File: config.mk
export PLATFORM = sky130hd
export DESIGN_NAME = control_unit
export DESIGN_NICKNAME = d
export VERILOG_FILES = /design/src/rtl/cu_pkg.sv /design/src/rtl/cu_decode.sv /design/src/rtl/control_unit.sv
export SDC_FILE = /design/constraint.sdc
export NUM_CORES = 1
export LEC_CHECK = 0
export BUFFER_PORTS_ARGS = -buffer_cell sky130_fd_sc_hd__buf_2
export CORE_AREA = 2 2 39 41
export CTS_BUF_LIST = sky130_fd_sc_hd__clkbuf_16
export DETAILED_ROUTE_END_ITERATION = 16
export DIE_AREA = 0 0 41 43
export GPL_TIMING_DRIVEN = 1
export PLACE_DENSITY = 0.61
export SYNTH_ARGS = -nofsm -noshare
export SYNTH_HDL_FRONTEND = slang
export SYNTH_SLANG_ARGS = --single-unit
export TNS_END_PERCENT = 10
File: constraint.sdc
create_clock -name clk -period 1.32 [get_ports clk]
set_input_delay 0.264 -clock clk [delete_from_list [all_inputs] [get_ports clk]]
set_output_delay 0.264 -clock clk [all_outputs]
set_load 0.01 [all_outputs]
File: src/rtl/cu_pkg.sv
// Shared encodings for the NN-simulator instruction decoder: opcodes, ALU codes
// and the bundled control word.
package cu_pkg;

  localparam logic [3:0] OP_NOP  = 4'h0;
  localparam logic [3:0] OP_ADD  = 4'h1;
  localparam logic [3:0] OP_SUB  = 4'h2;
  localparam logic [3:0] OP_MUL  = 4'h3;
  localparam logic [3:0] OP_MAC  = 4'h4;
  localparam logic [3:0] OP_ADDI = 4'h9;
  localparam logic [3:0] OP_LW   = 4'hB;
  localparam logic [3:0] OP_SW   = 4'hE;
  localparam logic [3:0] OP_HALT = 4'hF;

  localparam logic [2:0] ALU_PASS = 3'b000;
  localparam logic [2:0] ALU_ADD  = 3'b010;
  localparam logic [2:0] ALU_SUB  = 3'b110;
  localparam logic [2:0] ALU_MUL  = 3'b011;

  typedef struct packed {
    logic       reg_write;
    logic       mem_to_reg;
    logic       mem_write;
    logic       alu_src;
    logic       reg_dst;
    logic       pc_en;
    logic       mem_read;
    logic [2:0] alu1;
    logic [2:0] alu2;
  } ctrl_t;

  // Register-register arithmetic: write rd, keep fetching.
  function automatic ctrl_t rtype(input logic [2:0] a1, input logic [2:0] a2);
    ctrl_t c;
    c           = '0;
    c.reg_write = 1'b1;
    c.reg_dst   = 1'b1;
    c.pc_en     = 1'b1;
    c.alu1      = a1;
    c.alu2      = a2;
    return c;
  endfunction

endpackage

File: src/rtl/cu_decode.sv
// Combinational opcode -> control word table; anything not listed behaves as NOP.
module cu_decode
  import cu_pkg::*;
(
  input  logic [3:0] opcode,
  output ctrl_t      ctrl
);

  always_comb begin
    ctrl       = '0;
    ctrl.pc_en = 1'b1;
    ctrl.alu1  = ALU_PASS;
    ctrl.alu2  = ALU_PASS;
    case (opcode)
      OP_ADD:  ctrl = rtype(ALU_ADD, ALU_PASS);
      OP_SUB:  ctrl = rtype(ALU_SUB, ALU_PASS);
      OP_MUL:  ctrl = rtype(ALU_MUL, ALU_PASS);
      // MAC: ALU2 adds the product to rd, giving rd = rs*rt + rd.
      OP_MAC:  ctrl = rtype(ALU_MUL, ALU_ADD);
      OP_ADDI: begin
        ctrl.reg_write = 1'b1;
        ctrl.alu_src   = 1'b1;
        ctrl.alu1      = ALU_ADD;
      end
      OP_LW: begin
        ctrl.reg_write  = 1'b1;
        ctrl.mem_to_reg = 1'b1;
        ctrl.alu_src    = 1'b1;
        ctrl.mem_read   = 1'b1;
        ctrl.alu1       = ALU_ADD;
      end
      OP_SW: begin
        ctrl.mem_write = 1'b1;
        ctrl.alu_src   = 1'b1;
        ctrl.alu1      = ALU_ADD;
      end
      OP_HALT: ctrl = '0;
      default: ;
    endcase
  end

endmodule

File: src/rtl/control_unit.sv
// Main instruction decoder: registered control outputs with a sticky halt that
// only reset can clear.
module control_unit
  import cu_pkg::*;
(
  input  logic       clk,
  input  logic       rst_n,
  input  logic [3:0] opcode,
  output logic       RegWrite,
  output logic       MemtoReg,
  output logic       MemWrite,
  output logic [2:0] ALUControl1,
  output logic [2:0] ALUControl2,
  output logic       ALUSrc,
  output logic       RegDst,
  output logic       PCEn,
  output logic       MemRead
);

  ctrl_t ctrl_d;
  ctrl_t ctrl_q;
  logic  halted;

  cu_decode u_decode (
    .opcode (opcode),
    .ctrl   (ctrl_d)
  );

  // Reset takes priority, so a HALT seen on a reset edge never sets the flag.
  always_ff @(posedge clk) begin
    if (!rst_n) begin
      ctrl_q <= '0;
      halted <= 1'b0;
    end else begin
      ctrl_q <= halted ? '0 : ctrl_d;
      if (opcode == OP_HALT) halted <= 1'b1;
    end
  end

  assign RegWrite    = ctrl_q.reg_write;
  assign MemtoReg    = ctrl_q.mem_to_reg;
  assign MemWrite    = ctrl_q.mem_write;
  assign ALUSrc      = ctrl_q.alu_src;
  assign RegDst      = ctrl_q.reg_dst;
  assign PCEn        = ctrl_q.pc_en;
  assign MemRead     = ctrl_q.mem_read;
  assign ALUControl1 = ctrl_q.alu1;
  assign ALUControl2 = ctrl_q.alu2;

endmodule

After elaboration in Yosys (flattened, before gate mapping). Index checks and enable logic that the tools add are counted. Widths: inputs -> output; s select.

Bits of input ports: 6. Output and inout port bits: 13. Register bits after elaboration: 13.

Multiplexer cells: 7. Bitwise gates (word level): 1. Equality and inequality tests: 8. Reduce and logical (&&, ||, !) cells: 6.

Operators by type and width (number): $eq 4x4->1 const B (4); $pmux 3 s3 (1); $eq 4x2->1 const B (2); $reduce_or 4->1 (2); $reduce_or 6->1 (1); $eq 4x1->1 const B (1); $eq 4x3->1 const B (1); $mux 1 (4); $pmux 2 s2 (1); $reduce_or 2->1 (2); $reduce_or 3->1 (1); $mux 2 (1); $not 1->1 (1).

Longest topological paths before layout.
Word-level depth: 3. Depth in mapped cells: 4. Mapped depth without buffers: 3.

Hierarchy. A second synthesis with hierarchy kept.

Cell total of the unflattened synthesis: 57. Area, all modules: 585.6 µm².

By module, submodules not included: control_unit (times used 1, sequential area each 280.3 µm², area each 401.6 µm², cells an instance 31); cu_decode (times used 1, sequential area each 0.0 µm², area each 183.9 µm², cells an instance 26).

Worst setup path after synthesis. No wires, ideal clock.

Kind: input-to-reg. Start point: input opcode[1]. End point: register ctrl_q, in the netlist RegWrite. Arrival: 1.032 ns. Path slack: 0.220 ns. Cell stages on the path: 3. Data required time: 1.253 ns. Path through: buf_6 or4b_4 a21oi_2.

Cells in the longest elaborated chain, start to end: 3. Elaborated cells between the ends (all ways): 8. Those cells by class: 6 x eq/ne; 1 x mux; 1 x reduce/logical.

Ends and longest elaborated chain: from (decl) (line control_unit.sv:8) `input logic [3:0] opcode,`; $eq 4x1->1 (tied with other cells) (line cu_decode.sv:14) `case (opcode)`; $reduce_or 6->1 (no line) (*); $mux 1 (*) (line cu_decode.sv:14); to (signal assigned) (line control_unit.sv:35) `ctrl_q <= halted ? '0 : ctrl_d;`; to (decl) (line control_unit.sv:21) `ctrl_t ctrl_q;`.

Every way passes the cells marked *; elsewhere a longest branch is shown, timed or not. A chain may end at the register's enable or synchronous reset.

==> reports/metrics.sh <==
TIMING.FMAX_MHz=1061
TIMING.FINAL.MAX_SLEW_VIOLATIONS=0
IO-PIN-COUNT=19
FINAL_NET_COUNT=70
TOTAL_LEAKAGE_POWER_nW=0.2814
VIA_COUNT_OF_THE_FIRST_GLOBAL_ROUTING_PASS=264
SYNTH_AREA_LEADERS='sky130_fd_sc_hd__dfxtp_1, sky130_fd_sc_hd__buf_4, sky130_fd_sc_hd__nor2_1'
DETAILED_ROUTING_ITERATION_COUNT_FOR_THE_PRE_ANTENNA_REPAIR_PASS=3
FLOORPLAN.DIE.WIDTH_UM=41
FIN_CRIT_NS=0.9421
TIMING.CRITICAL_PATH.CELLS='buf_2'
CRITPATHTOPFAMILY='flip-flops'
FIN_CRIT_SH_PCT=71.37
CRITICALPATHCATEGORY='register to output port'
REGTOREGSTARTPOINT='halted'
ANTENNA_FOUND_INITIAL=0
GP_CONGESTION=0.7853
IR_WORST_VDD_uV=678.9
DRV.MAX_CAP_VIOLATION_COUNT=0
CORE-AREA_UM2=1384
HOLD_CLASS='input pin to register'
POST_CTS_HOLD_BUFFER_COUNT=0
FINAL_ANTENNA_NET_COUNT=0
CRITICAL-PATH-SLOWEST-CELL='sky130_fd_sc_hd__dfxtp_1'
ANTENNA_CELLS=0
SWITCHING_POWER_uW=190.3
HTREE_NUM_LEVELS=1
YS_TYPES=21
CTSLONGESTPATHBUFFERS=2
HOLD_VIOLATIONS=0
POST_ROUTE_CELLS_DRIVE_ABOVE_1_SHARE_PCT=34.92
CRITICAL_PATH.STARTPOINT_TYPE='register'
NETLIST.TOP_CELL.BY_AREA='sky130_fd_sc_hd__dfxtp_1'
LAYOUT_SKEW_NS=0.0009081
CP-STARTPOINT='MemRead'
INTERNAL-POWER_uW=777.3
SYN_TO_FINAL_GROWTH_PCT=33.14
CP.REQUIRED_NS=1.06
TOTAL_CLOCK_SINKS=11
FILLER_CELL_COUNT=143
CLOCK_POWER_SHARE_PCT=55.7
RUN_STATUS='finished clean'
UNREPAIRED_SETUP_ENDPOINTS_AFTER_GLOBAL_ROUTING='false'
POWER-PER-CELL-AREA_nW_PER_UM2=1645
AVGSYNTHCELLAREA_UM2=9.397
TIMING.FINAL.SETUP_VIOLATIONS=0
DRTITER0DRC=4
WL_PER_CELL_UM=8.962
GRT_MAX_DEGREE=11
YOSYS_REGISTER_BITS=11
FLOORPLAN.ROWS=14
WORST-PATH-BUF-INV=1
REG_CLK_SLEW_REPORTED_PATHS_NS=0.04
DIE_HEIGHT_UM=43
TOTAL_GRT_USAGE_PCT=9.879
DIE_AREA_UM2=1763
DATA_ARRIVAL_TIME_OF_THE_CRITICAL_PATH_NS=0.68
POST_CTS_BUFFERS=0
SYNTH_WARNINGS=0
PLACE.PORT_BUFFERS=16
HPWLAFTERDP_UM=539.2
VIAS=342
DRC=0
STARTING_DENSITY_PCT=31.92
WORST_SKEW_PAIR.LATE_LATENCY_NS=0.24
CTS_TREE='yes'
PWR-SHARE-COMB_PCT=8.2
SLOWEST_DELAY_NS=0.32
SYNTH.CELL_AREA_UM2=441.7
TOP_AREA_CELL_TYPE_SHARE_OF_THE_NETLIST_AREA_PCT=49.86
TNS_NS=0
CP-END-KIND='output port'
VIAS_PER_CELL=4.329
CTS_ROOT_BUFFER='sky130_fd_sc_hd__clkbuf_16'
TIMING.HOLD.WORST.START='rst_n'
FINALWIRELENGTH_UM=708
OVERFLOW=0
FINAL_AREA_UM2=588.1
PLACEMENT.CELL_AREA_UM2=509.2
POST_CTS_RESIZE_COUNT=0
NUMBER_OF_BUFFERS_CREATED_BY_CTS=3
SYNTH.YOSYS.SEQ_AREA_SHARE_PCT=49.86
SYN-INSTANCE-COUNT=47
GRT_FIRST_PASS_WIRELENGTH_MM=1.104
CRITICAL_PATH.MAX_FANOUT=2
SEQUENTIALPOWERSHARE_PCT=36.1
SWITCHING_SHARE_PCT=19.67
==> registers in the layout, summed over array words and instances, names as in the netlist <==
signal / cells
ALUControl1: 3
ALUControl2: 1
ALUSrc: 1
MemRead: 1
MemWrite: 1
PCEn: 1
RegDst: 1
RegWrite: 1
halted: 1
==> metrics by stage <==
stage	setup slack, ns	utilization [%]	hold slack [ns]	std cells	total power, mW
2_1_floorplan	0.2205	-	0.3425	48	0.4158
3_3_place_gp	0.1679	36.80	0.4552	75	0.4351
3_5_place_dp	0.1580	36.80	0.4758	75	0.4356
4_1_cts	0.3716	42.50	0.2702	79	0.9827
5_1_grt	0.3372	42.50	0.2745	79	1.006
6_report	0.3779	42.50	0.2711	79	0.9676
==> cell families after synthesis <==
| logic type | Yosys count | share of synthesized area, % |
|---|---|---|
| AO/OA/AOI/OAI | 6 | 8.783 |
| buffers and inverters | 6 | 9.915 |
| AND/OR/NAND/NOR | 21 | 26.63 |
| XOR/XNOR | 2 | 3.967 |
| flip-flops | 11 | 49.86 |
| other | 1 | 0.8490 |
==> layer usage <==
metal	up-vias	share of wire (%)	track usage [%]
met5	-	0	0
met4	0	3.2	10.00
met3	3	8.9	4.712
met2	13	44	10.94
met1	144	43	12.70
li1	182	-	-
==> cell usage after synthesis (all sizes together) <==
master / count
nor2: 5
xnor2: 1
xor2: 1
a21oi: 4
nor2b: 3
conb: 1
dfxtp: 11
buf: 6
o21bai: 1
nand2b: 1
nor4: 1
nand2: 4
nand3b: 1
o21a: 1
or4b: 1
nor3: 3
and3b: 1
nor3b: 1
==> power by group through the flow <==
stage          sequential (mW)  clock (mW)  combinational [mW]
6_report                 0.350       0.539              0.0794
5_1_grt                  0.350       0.567              0.0889
4_1_cts                  0.350       0.553              0.0805
3_5_place_dp             0.355           0              0.0802
3_3_place_gp             0.355           0              0.0800
2_1_floorplan            0.362           0              0.0533
==> placed cells by master, fill, tap and decap left out, drive strengths merged <==
cell / synthesis / routed
and3b: 1 / 1
clkbuf: 0 / 3
or4b: 1 / 1
buf: 6 / 17
nor3b: 1 / 1
nor3: 3 / 3
nor2: 5 / 5
nor2b: 3 / 3
o21bai: 1 / 1
nand2b: 1 / 1
nand2: 4 / 4
o21a: 1 / 1
inv: 0 / 1
nand3b: 1 / 1
nor4: 1 / 1
conb: 1 / 2
xnor2: 1 / 1
a21oi: 4 / 4
xor2: 1 / 1
dfxtp: 11 / 11
==> final cells by class <==
| type | count | area [µm²] | area share [%] |
|---|---|---|---|
| Timing Repair Buffer | 17 | 87.58 | 14.89 |
| Clock inverter | 1 | 3.754 | 0.6383 |
| Tap cell | 16 | 20.02 | 3.404 |
| Sequential cell | 11 | 220.2 | 37.45 |
| Clock buffer | 3 | 75.07 | 12.77 |
| Multi-Input combinational cell | 31 | 181.4 | 30.85 |
==> final timing paths <==
check,end,slack (ns),cells past startpoint
setup / recovery,MemtoReg,0.38,1
hold / removal,halted,0.27,2
setup reg to reg,ALUSrc,0.48,2
hold reg to reg,halted,0.48,1
No activity file was read; power rests on OpenSTA's default activity.
